File: config.mk
export PLATFORM = sky130hd
export DESIGN_NAME = axi_rd_arbiter
export DESIGN_NICKNAME = d
export VERILOG_FILES = /design/src/rtl/axi_rd_arbiter.sv
export SDC_FILE = /design/constraint.sdc
export NUM_CORES = 1
export LEC_CHECK = 0
export ABC_AREA = 1
export BUFFER_PORTS_ARGS = -buffer_cell sky130_fd_sc_hd__buf_2
export CAP_MARGIN = 25
export CORE_MARGIN = 2
export CORE_UTILIZATION = 42
export CTS_BUF_LIST = sky130_fd_sc_hd__clkbuf_8
export CTS_CLUSTER_DIAMETER = 50
export CTS_CLUSTER_SIZE = 12
export DETAILED_ROUTE_END_ITERATION = 16
export PLACE_DENSITY_LB_ADDON = 0.08
export SYNTH_ARGS = -nofsm -noshare
export SYNTH_HDL_FRONTEND = slang
export SYNTH_SLANG_ARGS = --single-unit
File: constraint.sdc
create_clock -name aclk -period 1.6 [get_ports aclk]
set_input_delay 0.16 -clock aclk [delete_from_list [all_inputs] [get_ports aclk]]
set_output_delay 0.16 -clock aclk [all_outputs]
set_load 0.05 [all_outputs]
File: src/rtl/axi_rd_arbiter.sv
// Two-master AXI read arbiter (i_cache / d_cache), one outstanding burst at a time.
// Optional i_cache starvation guard: define ARB_STARVE_EN.

module axi_rd_arbiter #(
    parameter int unsigned STARVE_MAX = 8
) (
    input  logic        aclk,
    input  logic        aresetn,
    input  logic [31:0] i_araddr,
    input  logic [7:0]  i_arlen,
    input  logic [2:0]  i_arsize,
    input  logic        i_arvalid,
    output logic        i_arready,
    output logic        i_rvalid,
    input  logic        i_rready,
    input  logic [31:0] d_araddr,
    input  logic [7:0]  d_arlen,
    input  logic [2:0]  d_arsize,
    input  logic        d_arvalid,
    output logic        d_arready,
    output logic        d_rvalid,
    input  logic        d_rready,
    output logic [31:0] up_rdata,
    output logic        up_rlast,
    output logic [3:0]  arid,
    output logic [31:0] araddr,
    output logic [7:0]  arlen,
    output logic [2:0]  arsize,
    output logic        arvalid,
    input  logic        arready,
    input  logic [31:0] rdata,
    input  logic        rlast,
    input  logic        rvalid,
    output logic        rready
);
    typedef enum logic [1:0] {IDLE = 2'd0, ADDR = 2'd1, DATA = 2'd2} state_e;

    state_e      state_q, state_d;
    logic        grant_q, grant_d;   // 1 = d_cache owns the transaction
    logic [31:0] araddr_q, araddr_d;
    logic [7:0]  arlen_q, arlen_d;
    logic [2:0]  arsize_q, arsize_d;
    logic        pick_d;
    logic        sel_rready;

    if (STARVE_MAX < 1 || STARVE_MAX > 15) begin : g_bad_starve_max
        $error("STARVE_MAX must be within 1..15");
    end

`ifdef ARB_STARVE_EN
    localparam logic [3:0] SMAX = 4'(STARVE_MAX);
    logic [3:0] starve_q, starve_d;

    // i_cache takes the slot once d_cache has won SMAX times in a row over it
    assign pick_d = d_arvalid && !(i_arvalid && (starve_q == SMAX));

    always_comb begin
        starve_d = starve_q;
        if (state_q == IDLE && (i_arvalid || d_arvalid)) begin
            if (!pick_d)
                starve_d = '0;
            else if (i_arvalid && (starve_q < SMAX))
                starve_d = starve_q + 4'd1;
        end
    end

    always_ff @(posedge aclk) begin
        if (!aresetn) starve_q <= '0;
        else          starve_q <= starve_d;
    end
`else
    assign pick_d = d_arvalid;
`endif

    assign sel_rready = grant_q ? d_rready : i_rready;

    always_ff @(posedge aclk) begin
        if (!aresetn) begin
            state_q  <= IDLE;
            grant_q  <= 1'b0;
            araddr_q <= '0;
            arlen_q  <= '0;
            arsize_q <= '0;
        end else begin
            state_q  <= state_d;
            grant_q  <= grant_d;
            araddr_q <= araddr_d;
            arlen_q  <= arlen_d;
            arsize_q <= arsize_d;
        end
    end

    always_comb begin
        state_d  = state_q;
        grant_d  = grant_q;
        araddr_d = araddr_q;
        arlen_d  = arlen_q;
        arsize_d = arsize_q;
        case (state_q)
            IDLE: begin
                if (i_arvalid || d_arvalid) begin
                    grant_d  = pick_d;
                    araddr_d = pick_d ? d_araddr : i_araddr;
                    arlen_d  = pick_d ? d_arlen  : i_arlen;
                    arsize_d = pick_d ? d_arsize : i_arsize;
                    state_d  = ADDR;
                end
            end
            ADDR: if (arready) state_d = DATA;
            // rlast alone closes the burst; beats are not counted against arlen
            DATA: if (rvalid && sel_rready && rlast) state_d = IDLE;
            default: state_d = IDLE;
        endcase
    end

    always_comb begin
        arvalid   = 1'b0;
        i_arready = 1'b0;
        d_arready = 1'b0;
        rready    = 1'b0;
        i_rvalid  = 1'b0;
        d_rvalid  = 1'b0;
        up_rdata  = '0;
        up_rlast  = 1'b0;
        case (state_q)
            ADDR: begin
                arvalid   = 1'b1;
                i_arready = arready && !grant_q;
                d_arready = arready &&  grant_q;
            end
            DATA: begin
                rready   = sel_rready;
                i_rvalid = rvalid && !grant_q;
                d_rvalid = rvalid &&  grant_q;
                up_rdata = rdata;
                up_rlast = rlast;
            end
            default: ;
        endcase
    end

    assign arid   = {3'b000, grant_q};
    assign araddr = araddr_q;
    assign arlen  = arlen_q;
    assign arsize = arsize_q;

endmodule

==> results of run 1 <==
synth_stat cells, drive strengths merged:
cell and instances:
inv 126, buf 21, dfxtp 46, clkinv 1
conb 1, o21ai 44, clkbuf 10, nor2 124
nand2 139, nor3 2, a21oi 4
stage by stage:
| step | worst slack (ps) | setup TNS, ps | cells | hold slack, ps | power (uW) |
|---|---|---|---|---|---|
| finish | 57.2 | 0 | 790 | 168 | 3860 |
| global route | -18.0 | -79.8 | 790 | 184 | 4110 |
| CTS | 4.57 | 0 | 789 | 143 | 3860 |
| detailed placement | 172 | 0 | 782 | 455 | 2970 |
| global placement | 195 | 0 | 782 | 449 | 2940 |
| floorplan | -317 | -2320 | 520 | 331 | 2570 |
power by group:
group / switching (uW) / internal, uW
clock: 363 / 500
sequential: 70.7 / 1290
combinational: 1170 / 471
total: 1610 / 2260
metal layers:
| metal | share of wire (%) | routed length, um | up-vias |
|---|---|---|---|
| met1 | 38 | 3230 | 1430 |
| met4 | 2.4 | 210 | 0 |
| li1 | - | - | 1836 |
| met5 | 0 | 0 | - |
| met2 | 52 | 4510 | 123 |
| met3 | 7.5 | 641 | 18 |
repair_timing:
action | in CTS | in global routing
endpoints found under the hold margin | 0 | 0
endpoints found under the setup margin | 36 | 38
gates resized for setup | 30 | 48
gates cloned | 0 | 1
setup buffers | 0 | 0
pin swaps | 0 | 1
worst max-delay path, cell delays in order (launching register included):
cell and delay, ps:
dfxtp_2 350, inv_1 70, nor2_4 130, inv_4 70
clkbuf_16 170, nor2_2 80, clkbuf_4 230
worst min path at each step:
stage | start | end | slack [ps] | depth (start not counted)
floorplan | arready | state_q[0] | 330 | 3
detailed placement | arready | state_q[0] | 460 | 4
finish | arready | state_q[0] | 170 | 4
global placement | arready | state_q[0] | 450 | 4
CTS | arready | state_q[0] | 140 | 4
global route | arready | state_q[0] | 180 | 4
area by class of cell:
cell class | instances | area (um^2)
inverter | 127 | 479
fill | 596 | 2070
clock inverter | 1 | 30.0
clock buffer | 6 | 82.6
multi-input combinational | 316 | 1430
tap | 77 | 96.3
timing repair buffer | 217 | 1310
sequential | 46 | 923
kinds of logic after synthesis:
logic type      after synthesis  share of synthesized area (%)
compound gates               48                           8.92
other cells                   1                          0.133
flops                        46                           32.7
buf+inv                     158                           22.9
simple gates                265                           35.4
state kept, by name, summed over array words and instances (netlist names):
register / count
araddr: 32
arlen: 8
arsize: 3
state_q: 2
grant_q: 1
==> impl_metrics.tcl, run 1 <==
set metrics [dict create \
    cts_buffers 5 \
    min_path_type "primary input to flop" \
    ctsHtreeMaxLevel 2 \
    regToRegSetupSlack_ps 280 \
    routedWlPerCell_um 10.9 \
    layout_min_cycle_time_ps 1540 \
    chipWidth_um 85.9 \
    cts_tree "yes" \
    die_area_um2 7380 \
    status "finished, final reports clean" \
    dp_hpwl_um 6380 \
    nets 840 \
    use_met3_pct 5.77 \
    grt_max_degree 49 \
    layout_common_cells "buf_2 (171), nand2_1 (138), inv_1 (126)" \
    grt_pass1_vias 3120 \
    fin_skew_ps 4.03 \
    worstSetupEndpointType "output port" \
    peakVddDrop_v 0.000464 \
    synth-seq-cells 46 \
    postCtsHoldBufs 0 \
    start_kind "flop" \
    powerDensity_nw_per_um2 889 \
    grt_pass1_wl_um 13000 \
    port_buffers 209 \
    track_usage_pct 21.8 \
    diodes 0 \
    synth_warnings 0 \
    design_area_um2 4350 \
    drt_iter0_markers 80 \
    crit_start "state_q[1]" \
    finalMaxSlewViolations 0 \
    r2r-start "state_q[0]" \
    vias 3407 \
    synth.avg_cell_area_um2 5.44 \
    critPathCapture "up_rdata[26]" \
    worstPathArrival_ps 1380 \
    rows 29 \
    seq_area_frac_synth_pct 32.7 \
    layout_commonest_cell "buf_2" \
    first_pass_iters 4 \
    place.gp.congestion 0.890 \
    pin_count 213 \
    synth.distinct_cells 15 \
    core_area_um2 6420 \
    utilization_pct 67.7 \
    cts_root_buf "clkbuf_8" \
    synthCells 518 \
    place_area_um2 3980 \
    required_ps 1440 \
    hold_viol 0 \
    clk-insertion-delay-late_ps 290 \
    yosysTopAreaCell "dfxtp_1" \
    grt_use_met2_pct 42.6 \
    cts.sink_count 46 \
    grt_antenna_before_repair 0 \
    die_height_um 85.9 \
    finalCritPeriodShare_pct 96.4 \
    clockBufferDepth 2 \
    r2r_end "araddr[9]" \
    syn_area_um2 2820 \
    cp_max_fo 7 \
    drc 0 \
    critPathKind "flop to output port" \
    synthToLayoutAreaGrowth_pct 54.2 \
    final-setup-viol-count 0 \
    viasPerCell 4.31 \
    clkTransAtPathRegs_ps 80 \
    drv_cap 0 \
    synth_top_area_share_pct 32.7 \
    met1_usage_pct 21.7 \
    start_util_pct 43.9 \
    wl_um 8590 \
    overflow 0 \
    synth_area_leaders "dfxtp_1 (33%), nand2_1 (19%), inv_1 (17%)" \
    worst_r2r_path_depth 6 \
    postRouteAntennaNets 0 \
    drive_gt1_share_pct 37.4 \
    fmax_mhz 648 \
    top_usage_layer "met2" \
    p_leak_uw 0.00270 \
]
(Power assumes the default switching activity.)
==> inputs of run 2 (changes only) <==
Settings changed: CAP_MARGIN 25 to 10, CELL_PAD_IN_SITES_DETAIL_PLACEMENT set to 0, CELL_PAD_IN_SITES_GLOBAL_PLACEMENT set to 1, CORE_UTILIZATION 42 to 25.
==> impl_metrics.tcl, run 2 (synthesized netlist as in run 1, its figures left out) <==
set metrics [dict create \
    power.total_uw 3860 \
    cts_buffers 5 \
    chipWidth_um 110 \
    final-setup-viol-count 0 \
    min_path_type "primary input to flop" \
    drt_iter0_markers 91 \
    cts_root_buf "clkbuf_8" \
    diodes 0 \
    core_area_um2 10900 \
    design_area_um2 4530 \
    rsz0062_at_grt "true" \
    required_ps 1440 \
    rows 38 \
    hold_viol 0 \
    first_pass_iters 4 \
    start_kind "flop" \
    ctsHtreeMaxLevel 2 \
    drc 0 \
    grt_max_degree 63 \
    largest_reg_flops 32 \
    nets 842 \
    pin_count 213 \
    postRouteAntennaNets 0 \
    cp_max_fo 18 \
    routedWlPerCell_um 10.5 \
    layout_commonest_cell "buf_2" \
    start_util_pct 25.8 \
    clockBufferDepth 2 \
    cts.sink_count 46 \
    grt_antenna_before_repair 0 \
    wl_um 9000 \
    r2r-start "state_q[1]" \
    crit_start "state_q[1]" \
    worstSetupEndpointType "output port" \
    synthToLayoutAreaGrowth_pct 60.7 \
    finalCritPeriodShare_pct 98.1 \
    viasPerCell 3.94 \
    status "finished, final reports clean" \
    overflow 0 \
    nFillCells 1177 \
    p_leak_uw 0.00273 \
    peakVddDrop_v 0.000395 \
    die_height_um 110 \
    place.gp.congestion 0.698 \
    drive_gt1_share_pct 38.0 \
    multi_input_area_um2 1420 \
    dp_hpwl_um 6610 \
    critPathKind "flop to output port" \
    vias 3375 \
    drv_cap 0 \
    postCtsHoldBufs 0 \
    clk-insertion-delay-late_ps 290 \
    finalMaxSlewViolations 0 \
    layout_common_cells "buf_2 (171), nand2_1 (138), inv_1 (125)" \
    hp-start "arready" \
    place_area_um2 4090 \
    grt_pass1_vias 3035 \
    grt_pass1_wl_um 13600 \
    fmax_mhz 637 \
    utilization_pct 41.4 \
    cts_tree "yes" \
    register_area_um2 923 \
    port_buffers 209 \
    worstPathArrival_ps 1410 \
    powerDensity_nw_per_um2 851 \
    layout_min_cycle_time_ps 1570 \
    clkTransAtPathRegs_ps 80 \
    track_usage_pct 14.3 \
    fin_skew_ps 6.50 \
    die_area_um2 12100 \
]
==> run 2: cell types whose count changed in the layout (fill, tap and decap cells not counted), sizes merged <==
cell,change
inv,-1
clkinv,+1
bufinv,-1
clkbuf,-6
buf,+10
==> run 2: final cells by class <==
type | count | area share, %
Multi-Input combinational cell | 316 | 31.4
Inverter | 127 | 10.6
Clock buffer | 8 | 2.43
Sequential cell | 46 | 20.4
Timing Repair Buffer | 219 | 31.3
Tap cell | 140 | 3.87
==> run 2: worst paths after layout <==
kind / endpoint / slack, ps / depth (start not counted)
setup reg to reg: araddr[4] / 250 / 6
setup / recovery: rready / 30 / 6
hold reg to reg: araddr[20] / 510 / 4
hold / removal: state_q[0] / 150 / 4
==> run 2: per-stage QoR <==
step	TNS, ps	hold slack [ps]	std cells	setup slack (ps)
after floorplan	-2320	331	520	-317
after global placement	0	448	845	159
after detailed placement	0	460	845	133
after CTS	0	138	856	0.635
after global routing	-193	143	856	-40.4
final	0	154	856	30.6
==> run 2: repair_timing <==
action	in CTS	in global routing
resized for setup	48	47
pin swaps	0	0
endpoints found under the setup margin	36	30
buffers inserted	1	0
gates cloned	2	0
==> run 2: layer usage <==
metal  part of all wire, %  GRT usage, %  vias up
met5                     0             0        -
met4                   2.1          5.18        0
met2                    50          26.9      141
li1                      -             -     1838
met3                   7.7          3.70       10
met1                    41          15.2     1386
==> run 2: report_power, final <==
part | total [uW] | internal (uW) | switching (uW) | leakage (uW)
logic | 1680 | 498 | 1180 | 0.00229
registers | 1360 | 1290 | 70.4 | 0.000383
clock network | 822 | 437 | 385 | 0.0000575
==> run 2: critical path, cell delays in order, from the launching register on <==
cell and delay (ps):
dfxtp_2 350, inv_2 50, nor2_4 120, clkinv_4 120, buf_16 190, a21oi_2 130
buf_6 170
==> inputs of run 3 (changes only) <==
Settings changed: CORE_MARGIN 2 to not set.
==> impl_metrics.tcl, run 3 (synthesized netlist as in run 1, its figures left out) <==
set metrics [dict create \
    status "finished, final reports clean" \
    drc 0 \
    pin_count 213 \
    utilization_pct 42.7 \
    postCtsHoldBufs 0 \
    layout_commonest_cell "buf_2" \
    clockBufferDepth 2 \
    postRouteAntennaNets 0 \
    dp_hpwl_um 6300 \
    viasPerCell 3.99 \
    synthToLayoutAreaGrowth_pct 65.6 \
    layout_common_cells "buf_2 (171), nand2_1 (139), inv_1 (127)" \
    first_pass_iters 4 \
    cts_root_buf "clkbuf_8" \
    start_kind "flop" \
    vias 3412 \
    fmax_mhz 633 \
    track_usage_pct 14.0 \
    drt_iter0_markers 154 \
    holdPathStages 4 \
    grt_antenna_before_repair 1 \
    finalMaxSlewViolations 0 \
    nFillCells 1173 \
    hold_viol 0 \
    register_area_um2 923 \
    min_path_type "primary input to flop" \
    finalCritPeriodShare_pct 98.7 \
    worst_hold_path.endpoint "state_q[0]" \
    chipWidth_um 108 \
    clkTransAtPathRegs_ps 80 \
    clk-insertion-delay-late_ps 290 \
    grt_pass1_vias 3031 \
    critPathKind "flop to output port" \
    grt_max_degree 65 \
    drive_gt1_share_pct 37.6 \
    worstSetupEndpointType "output port" \
    port_buffers 209 \
    largest_reg_flops 32 \
    regToRegSetupSlack_ps 420 \
    rsz0062_at_grt "true" \
    power.total_uw 3910 \
    die_area_um2 11700 \
    required_ps 1440 \
    ctsHtreeMaxLevel 2 \
    place.gp.congestion 0.716 \
    p_leak_uw 0.00277 \
    multi_input_area_um2 1500 \
    layout_min_cycle_time_ps 1580 \
    die_height_um 108 \
    cts_tree "yes" \
    wl_um 8810 \
    cp_max_fo 9 \
    fin_skew_ps 4.93 \
    drv_cap 0 \
    r2r_end "araddr[29]" \
    diodes 0 \
    routedWlPerCell_um 10.3 \
    overflow 0 \
    cts_setup_buffers 0 \
    rows 38 \
    nets 842 \
    peakVddDrop_v 0.000375 \
    hp-start "arready" \
    r2r-start "state_q[0]" \
    cts.sink_count 46 \
    core_area_um2 10900 \
    start_util_pct 25.8 \
    worstPathArrival_ps 1420 \
    cts_buffers 5 \
    grt_pass1_wl_um 13100 \
    worst_r2r_path_depth 5 \
    powerDensity_nw_per_um2 837 \
    final-setup-viol-count 0 \
]
[run 3: cell count changes in the layout (fill, tap and decap cells not counted), sizes merged]
cell / before / now
bufinv: 0 / 1
clkbuf: 10 / 7
inv: 126 / 128
[run 3: area by class of cell]
type | count | share of cell area, %
Multi-Input combinational cell | 316 | 32.1
Timing Repair Buffer | 219 | 31.8
Sequential cell | 46 | 19.8
Inverter | 127 | 10.3
Tap cell | 140 | 3.75
Clock buffer | 5 | 1.47
Clock inverter | 3 | 0.804
[run 3: how the worst max path moves through the flow]
stage	slack [ps]	end	cells after the start	start
final	20	rready	6	state_q[1]
after CTS	-30	d_rvalid	6	state_q[1]
after global placement	170	d_rvalid	6	state_q[1]
after detailed placement	170	d_rvalid	6	state_q[1]
after floorplan	-320	d_rvalid	4	state_q[1]
after global routing	-60	up_rdata[0]	6	state_q[1]
[run 3: power breakdown]
part | internal [uW] | switching [uW]
sequential | 1290 | 71.4
clock | 455 | 379
combinational | 524 | 1190
[run 3: per-layer routing]
metal / up-vias / global-route usage, % / share of wire [%]
met5: - / 0 / 0.19
met4: 2 / 3.62 / 1.2
met3: 9 / 3.56 / 7.8
met2: 135 / 27.0 / 51
met1: 1428 / 14.9 / 40
li1: 1838 / - / -
[run 3: worst max-delay path, stage by stage (launching register included)]
cell	delay [ps]
dfxtp_2	360
inv_2	50
nor2_4	110
clkinv_4	130
buf_16	180
a21oi_2	120
buf_6	170
[run 3: what timing repair did]
action / CTS / global route
setup endpoints to repair: 36 / 31
gates resized for setup: 55 / 50
cloned: 2 / 2
[run 3: metrics by stage]
stage / instances / hold slack [ps] / area (um^2) / setup slack, ps / setup TNS [ps]
after floorplan: 520 / 331 / 2940 / -317 / -2320
after global placement: 844 / 446 / 4100 / 173 / 0
after detailed placement: 844 / 455 / 4100 / 166 / 0
after CTS: 854 / 136 / 4410 / -25.7 / -83.2
after global routing: 856 / 167 / 4670 / -60.7 / -714
final: 856 / 145 / 4670 / 20.0 / 0
